==> src/rtl/pool_relu_array.sv <==
// 2x2 stride-2 max/average pooling with optional ReLU across CH parallel channels.
// Shared col/row sequencing in the top; per-channel datapath in pool_relu_lane.

module pool_relu_lane #(
  parameter int DATA_W  = 32,
  parameter int NP      = 13,
  parameter int IW      = 4,
  parameter int MODE    = 0,
  parameter int RELU_EN = 1
) (
  input  logic              iClk,
  input  logic              iRsn,
  input  logic              lat_en_i,
  input  logic              wr_en_i,
  input  logic              out_en_i,
  input  logic [IW-1:0]     idx_i,
  input  logic [DATA_W-1:0] px_i,
  output logic [DATA_W-1:0] dat_o
);
  localparam int PW = DATA_W + 1;
  localparam int SW = DATA_W + 2;

  logic signed [DATA_W-1:0] lat_q, px, res, pooled, dat_q, dat_d;
  logic signed [PW-1:0]     pair, bufp;
  logic signed [PW-1:0]     lbuf [NP];

  assign px   = px_i;
  assign bufp = lbuf[idx_i];

  generate
    if (MODE == 0) begin : g_max
      logic signed [PW-1:0] win;
      assign pair   = (lat_q > px) ? {lat_q[DATA_W-1], lat_q} : {px[DATA_W-1], px};
      assign win    = (bufp > pair) ? bufp : pair;
      assign pooled = DATA_W'(win);
    end else begin : g_avg
      // Four DATA_W samples fit in DATA_W+2 bits, so the sum never wraps.
      logic signed [SW-1:0] sum4;
      assign pair   = {lat_q[DATA_W-1], lat_q} + {px[DATA_W-1], px};
      assign sum4   = {bufp[PW-1], bufp} + {pair[PW-1], pair};
      assign pooled = DATA_W'(sum4 >>> 2);
    end
  endgenerate

  assign res   = (RELU_EN != 0 && pooled[DATA_W-1]) ? '0 : pooled;
  assign dat_d = out_en_i ? res : dat_q;
  assign dat_o = dat_q;

  always_ff @(posedge iClk or negedge iRsn) begin
    if (!iRsn) begin
      lat_q <= '0;
      dat_q <= '0;
    end else begin
      if (lat_en_i) lat_q <= px;
      dat_q <= dat_d;
    end
  end

  // Line buffer carries no reset: every entry is rewritten on an even row before use.
  always_ff @(posedge iClk) begin
    if (wr_en_i) lbuf[idx_i] <= pair;
  end
endmodule

module pool_relu_array #(
  parameter int DATA_W  = 32,
  parameter int CH      = 4,
  parameter int W       = 26,
  parameter int H       = 26,
  parameter int MODE    = 0,
  parameter int RELU_EN = 1
) (
  input  logic                 iClk,
  input  logic                 iRsn,
  input  logic                 iValid,
  input  logic                 iSof,
  input  logic [CH*DATA_W-1:0] iData,
  output logic                 oValid,
  output logic [CH*DATA_W-1:0] oData,
  output logic                 oFrameDone
);
  localparam int CW = $clog2(W);
  localparam int RW = $clog2(H);
  localparam int NP = W / 2;
  localparam int IW = (NP > 1) ? $clog2(NP) : 1;

  logic [CW-1:0] col_q, col_d, col_c;
  logic [RW-1:0] row_q, row_d, row_c;
  logic          last_col, last_row;
  logic          lat_en, pair_en, wr_en, out_en;
  logic          vld_q, done_q;
  logic [IW-1:0] idx;
  logic [CH-1:0][DATA_W-1:0] px, lane_q;

  // iSof forces the current pixel to (0,0) whatever the counters say.
  assign col_c    = iSof ? '0 : col_q;
  assign row_c    = iSof ? '0 : row_q;
  assign last_col = (col_c == CW'(W - 1));
  assign last_row = (row_c == RW'(H - 1));

  always_comb begin
    col_d = col_q;
    row_d = row_q;
    if (iValid) begin
      col_d = last_col ? '0 : col_c + CW'(1);
      row_d = last_col ? (last_row ? '0 : row_c + RW'(1)) : row_c;
    end
  end

  // With odd W/H the trailing column/row is even-indexed, so it never closes a pair or window.
  assign lat_en  = iValid & ~col_c[0];
  assign pair_en = iValid &  col_c[0];
  assign wr_en   = pair_en & ~row_c[0];
  assign out_en  = pair_en &  row_c[0];
  assign idx     = IW'(col_c >> 1);
  assign px      = iData;

  always_ff @(posedge iClk or negedge iRsn) begin
    if (!iRsn) begin
      col_q  <= '0;
      row_q  <= '0;
      vld_q  <= 1'b0;
      done_q <= 1'b0;
    end else begin
      col_q  <= col_d;
      row_q  <= row_d;
      vld_q  <= out_en;
      done_q <= iValid & last_col & last_row;
    end
  end

  generate
    for (genvar k = 0; k < CH; k++) begin : g_lane
      pool_relu_lane #(
        .DATA_W(DATA_W), .NP(NP), .IW(IW), .MODE(MODE), .RELU_EN(RELU_EN)
      ) u_lane (
        .iClk     (iClk),
        .iRsn     (iRsn),
        .lat_en_i (lat_en),
        .wr_en_i  (wr_en),
        .out_en_i (out_en),
        .idx_i    (idx),
        .px_i     (px[k]),
        .dat_o    (lane_q[k])
      );
    end
  endgenerate

  assign oValid     = vld_q;
  assign oData      = lane_q;
  assign oFrameDone = done_q;
endmodule
==> config.mk <==
export PLATFORM = sky130hd
export DESIGN_NAME = pool_relu_array
export DESIGN_NICKNAME = d
export VERILOG_FILES = /design/src/rtl/pool_relu_array.sv
export SDC_FILE = /design/constraint.sdc
export NUM_CORES = 2
export LEC_CHECK = 0
export BUFFER_PORTS_ARGS = -buffer_cell sky130_fd_sc_hd__buf_2
export CELL_PAD_IN_SITES_DETAIL_PLACEMENT = 1
export CELL_PAD_IN_SITES_GLOBAL_PLACEMENT = 2
export CORE_MARGIN = 3
export CORE_UTILIZATION = 31
export CTS_CLUSTER_SIZE = 8
export DETAILED_ROUTE_END_ITERATION = 10
export PLACE_DENSITY = 0.68
export SLEW_MARGIN = 20
export SYNTH_ARGS = -nofsm -noshare
export SYNTH_HDL_FRONTEND = slang
export SYNTH_SLANG_ARGS = --single-unit
==> constraint.sdc <==
create_clock -name iClk -period 42.6 [get_ports iClk]
set_input_delay 2.13 -clock iClk [delete_from_list [all_inputs] [get_ports iClk]]
set_output_delay 2.13 -clock iClk [all_outputs]
set_load 0.01 [all_outputs]
; Word level (Yosys, flattened, before mapping)
; Memory sizes are Yosys's and may differ from the RTL's.
; Cells that the tools add are included.
; Widths: inputs -> output; s select.
[op_classes]
mul = 0
shift = 0
div = 0
mux = 19
magnitude_cmp = 8
addsub = 2
reduce_logical = 0
n_eq_ne = 2
n_bitwise = 8
[op_table]
columns = op, n
row1 = $gt 33x33->1, 4
row2 = $mux 33, 4
row3 = $gt 32x32->1, 4
row4 = $mux 32, 4
row5 = $mux 31, 4
row6 = $mux 5, 5
row7 = $add 5x1->5 const B, 2
row8 = $eq 5x5->1 const B, 2
row9 = $and 1x1->1, 6
row10 = $mux 1, 2
row11 = $not 1->1, 2
[totals]
word_cells = 55
input_bits = 132
mem_count = 4
mem_bits_ro = 0
latch_bits = 0
register_bits = 268
mem_bits_rw = 1716
out_inout_bits = 130
[memory_table]
columns = memory, depth, width, rd, rd_clocked_by_memory_dff, write_ports, line
row1 = g_lane[0].u_lane.lbuf, 13, 33, 1, 0, 1, 25  ; logic signed [PW-1:0] lbuf [NP];
row2 = g_lane[1].u_lane.lbuf, 13, 33, 1, 0, 1, 25
row3 = g_lane[2].u_lane.lbuf, 13, 33, 1, 0, 1, 25
row4 = g_lane[3].u_lane.lbuf, 13, 33, 1, 0, 1, 25

; Logic depth before layout (Yosys ltp)
[depth]
word_depth = 5
depth_mapped = 28
ltp_nobuf = 23

; By module
; Synthesis repeated with hierarchy kept, for this count alone.
[hier_totals]
hier_cells = 4663
area_unflattened_um2 = 83301.1
[by_module_without_submodules]
columns = mod, cells_each, n_inst, seq_area_each_um2, area_per_inst_um2
row1 = pool_relu_lane (g_lane[2].u_lane ...), 1162, 2, 14068.5, 20723.6
row2 = pool_relu_lane (g_lane[1].u_lane), 1162, 1, 14068.5, 20683.6
row3 = pool_relu_lane (g_lane[0].u_lane), 1096, 1, 14068.5, 20428.3
row4 = pool_relu_array, 81, 1, 300.3, 742.0

; Worst setup path after synthesis
; Ideal clock, no wire load.
[synth_timing]
path_type = input to register
from = in iSof
to = mem g_lane[0].u_lane.lbuf[12][0] (netlist bit), enable pin
path_buffers = 5
slack_ns = 26.058
path_stages = 8
t_arrival_ns = 15.613
setup_ns = 0.929
required_ns = 41.671
cell_sequence = buf_2 nor2b_1 nand2_1 clkbuf_1 buf_1 clkbuf_1 clkbuf_1 nor4_1
[synth_between]
elab_chain_cells = 5
elab_cells_between_ends = 7
cone_classes = mux (4) / bitwise (3)
[synth_lines]
columns = item, line
row1 = start: declaration, 76  ; input logic iSof,
row2 = $mux 5 (on tied branches), "96, 97"
row3 = $and 1x1->1 / $not 1->1 (equally long branches), "112, 113"
row4 = $and 1x1->1, 113  ; assign wr_en = pair_en & ~row_c[0];
row5 = $mux 1, 61  ; if (wr_en_i) lbuf[idx_i] <= pair;
row6 = $mux 1 (not written as such), 61
row7 = end: declaration, 25
; Parallel ways exist; a longest one is shown, timed or not.

; Final worst setup path
[layout_timing]
from = in iSof
to = reg g_lane[0].u_lane.dat_q[27]
[layout_between]
elab_chain_cells = 5
elab_cells_between_ends = 8
cone_classes = order compare (1) / mux (4) / bitwise (2) / memory (1)
[layout_lines]
columns = item, line
row1 = $mux 5, 96  ; assign col_c = iSof ? '0 : col_q;
row2 = $mem_v2 13x33, --
row3 = $gt 33x33->1, 34  ; assign win = (bufp > pair) ? bufp : pair;
row4 = $mux 32, 34
row5 = $mux 31, 45  ; assign res = (RELU_EN != 0 && pooled[DATA_W-1]) ? '0 : pooled;
row6 = end signal: assignment, 55  ; dat_q <= dat_d;
row7 = end: declaration, 23  ; logic signed [DATA_W-1:0] lat_q, px, res, pooled, dat_q, dat_d;
; Parallel ways exist; a longest one is shown, timed or not.
; A chain may end at the register's enable or synchronous reset.

==> metrics.yaml <==
outcome: "finished, final reports clean"
hold_viol: 0
min_path_cells: 1
total_power_mw: 5.33
fin_tns_setup_ns: 0
reg2reg_to: "g_lane[0].u_lane.dat_o[27]"
coreArea_um2: 253000
hp-start: "g_lane[1].u_lane.dat_o[6]"
num_rows: 184
htree_num_levels: 5
drive_above_1_share: 0.141
port_buffers: 257
combPwrFrac: 0.184
syn_to_final_growth_pct: 17.3
start_util: 0.313
grt_usage: 0.197
fin_crit_ns: 9.22
ctsHoldBuffers: 0
tritoncts: "yes"
grt_pass1_wl_mm: 385
ys_ff_latch: 1928
busiest_layer: "met2"
ir_drop_v: 0.0000446
drv_slew: 0
tightest_slew_ns: 1.13
post_dp_cell_area_um2: 84700
die_y_um: 512
p_leak_nw: 33.4
clock_latency_ns: 0.93
yosysSeqAreaShare: 0.714
vias_per_cell: 5.57
drt_wl_total_mm: 266
globalRouteMet1Util: 0.283
use_met2: 0.313
wl_per_cell_um: 28.4
place_congestion: 0.794
start_kind: "input pin"
worst_ep_arrival_time_ns: 9.92
yosys_warnings: 0
clock-sinks: 1928
grt_overflow: 0
min_period_over_period: 0.216
reg2reg_depth: 25
rsz0062_at_grt: "no"
netlist_instances: 5486
cts_buffers: 294
clockBufferDepth: 4
power_frac_seq: 0.419
cp-end-kind: "flop"
drc: 0
grt_max_degree: 135
place_inst: 8880
via_count: 52100
drtAntennaViolNets: 0
pin_count: 262
setup-violations-final: 0
dr.pass1.iters: 5
synth_edf_count: 1664
whs_endpoint: "g_lane[1].u_lane.dat_o[6]"
p_per_area_nw_per_um2: 57.4
fin_util: 0.368
use_met3: 0.0309
ys.flop_type: "edfxtp_1"
instances_no_fill: 9353
avgSynthCellArea_um2: 14.4
p_sw_frac: 0.285
hold_class: "flop to flop"
clkPwrFrac: 0.396
dp_hpwl_mm: 152
slew_headroom: 0.244
p_int_mw: 3.82
clock.fmax_mhz: 108
synth_area_um2: 79200
synthArstFlopShare: 0.137
drv_cap: 0
worst-path-max-fanout: 63
root_buffer: "clkbuf_16"
reg2reg_from: "col_q[1]"
critPathKind: "input pin to flop"
fin_area_um2: 92900
power.switching_mw: 1.52
cts_resized: 0
drtIter0Drc: 4894
clkSlewWorstSetupHoldPaths_ns: 0.05
cp.required_ns: 43.29
fin_worst_skew_ns: 0.0761
grt_pass1_vias: 53800
cts_setup_buffers: 0
regToRegSetupSlack_ns: 34.50
design.die.area_um2: 262000
antenna_found_initial: 11
nNetsFinal: 6208
synth_cell_types: 85
die_x_um: 512
==> power by group through the flow <==
| stage | Clock, mW | Sequential [mW] | Combinational, mW |
|---|---|---|---|
| 3_3_place_gp | 0 | 2.27 | 0.956 |
| 6_report | 2.11 | 2.24 | 0.984 |
| 5_1_grt | 2.23 | 2.24 | 1.07 |
| 2_1_floorplan | 0 | 2.26 | 0.619 |
| 3_5_place_dp | 0 | 2.27 | 0.978 |
| 4_1_cts | 2.15 | 2.24 | 0.985 |
==> cell families (layout without fill, tap and decap cells) <==
family                     Yosys count  in the layout  synth area share
DFF                               1928           1928             0.714
and+or+nand+nor                    610            610            0.0349
muxes                              227            227            0.0310
adders and majority gates          250            250            0.0394
xor gates and xnor gates             9              9          0.000995
buffers and inverters              633           1146            0.0315
other                                1              7         0.0000473
AOI/OAI and AO/OA                 1828           1828             0.148
==> metrics by stage <==
step	worst slack, ns	hold slack [ns]
2_1_floorplan	26.06	0.450
3_3_place_gp	32.68	0.474
3_5_place_dp	32.60	0.490
4_1_cts	33.51	0.505
5_1_grt	33.10	0.513
6_report	33.38	0.501
==> layer usage <==
metal | routed length [um] | up-vias
met2 | 123000 | 1776
met3 | 16300 | 394
met4 | 5860 | 8
li1 | - | 22400
met1 | 121000 | 27500
met5 | 57 | -
==> cell usage in the layout (no fill, tap or decap), types with 14 or more instances in the layout <==
| cell | count |
|---|---|
| a21o_1 | 65 |
| a21oi_1 | 227 |
| a221oi_1 | 30 |
| a22o_1 | 96 |
| a22oi_1 | 43 |
| and3_1 | 24 |
| buf_2 | 256 |
| buf_4 | 106 |
| clkbuf_1 | 157 |
| clkbuf_16 | 299 |
| dfrtp_1 | 261 |
| edfxtp_1 | 1664 |
| ha_1 | 248 |
| inv_1 | 298 |
| mux2_2 | 100 |
| mux2i_1 | 110 |
| nand2_1 | 257 |
| nand3_1 | 35 |
| nand4_1 | 51 |
| nor2_1 | 128 |
| nor2_4 | 14 |
| nor2b_1 | 15 |
| o2111a_1 | 53 |
| o2111ai_1 | 23 |
| o211ai_1 | 18 |
| o21ai_0 | 456 |
| o221ai_1 | 41 |
| o22a_1 | 19 |
| o22ai_1 | 673 |
==> flip-flops by register name (all words and copies together) (netlist names) <==
name,flops
g_lane.u_lane.lbuf,1664
row_q,5
oFrameDone,1
g_lane.u_lane.dat_o,124
col_q,5
g_lane.u_lane.lat_q,128
oValid,1
==> cell usage after synthesis (all sizes together), types with 41 or more instances <==
master | number | area, um^2
edfxtp | 1664 | 50000
o22ai | 673 | 4210
o21ai | 461 | 2310
inv | 300 | 1130
dfrtp | 264 | 6610
nand2 | 263 | 987
ha | 248 | 3100
clkbuf | 239 | 897
a21oi | 230 | 1160
nor2 | 145 | 544
mux2 | 114 | 1290
mux2i | 110 | 1100
a22o | 96 | 841
buf | 92 | 463
a21o | 65 | 488
o2111a | 53 | 597
nand4 | 51 | 319
a22oi | 43 | 323
o221ai | 41 | 359
==> worst max path at each step <==
| stage | start | endpoint | slack [ns] | cells after the start |
|---|---|---|---|---|
| floorplan | iSof | g_lane[0].u_lane.lbuf[12][0] | 26.06 | 8 |
| global placement | iSof | g_lane[0].u_lane.dat_o[29] | 32.68 | 25 |
| detailed placement | iSof | g_lane[0].u_lane.dat_o[27] | 32.60 | 26 |
| CTS | iSof | g_lane[0].u_lane.dat_o[27] | 33.51 | 25 |
| global route | iSof | g_lane[2].u_lane.dat_o[1] | 33.10 | 25 |
| finish | iSof | g_lane[0].u_lane.dat_o[27] | 33.38 | 26 |
==> final cells by class <==
| class | instances | area [um^2] |
|---|---|---|
| Sequential cell | 1928 | 56600 |
| Fill cell | 26200 | 160000 |
| Multi-Input combinational cell | 2928 | 20500 |
| Timing Repair Buffer | 374 | 2310 |
| Inverter | 302 | 1130 |
| Antenna cell | 3 | 7.51 |
| Clock buffer | 458 | 8100 |
| Clock inverter | 12 | 130 |
| Tap cell | 3348 | 4190 |
==> critical path, stage by stage <==
cell	delay, ns
buf_2	0.08
buf_4	0.39
nand2b_2	0.23
inv_2	0.15
buf_4	0.29
nand2_4	0.38
buf_4	0.74
buf_4	0.77
buf_4	0.81
o22ai_1	0.20
nor2_1	0.13
o221ai_1	0.22
inv_1	0.14
ha_1	0.24
a21o_1	0.16
a21o_1	0.17
a21o_1	0.18
a21o_1	0.17
a21o_1	0.19
a21oi_1	0.15
o21bai_1	0.08
a31oi_1	0.27
mux2_4	0.37
nand3b_1	0.43
buf_4	0.39
o221ai_1	0.20
Note: power is estimated with default switching activity, not from simulation.
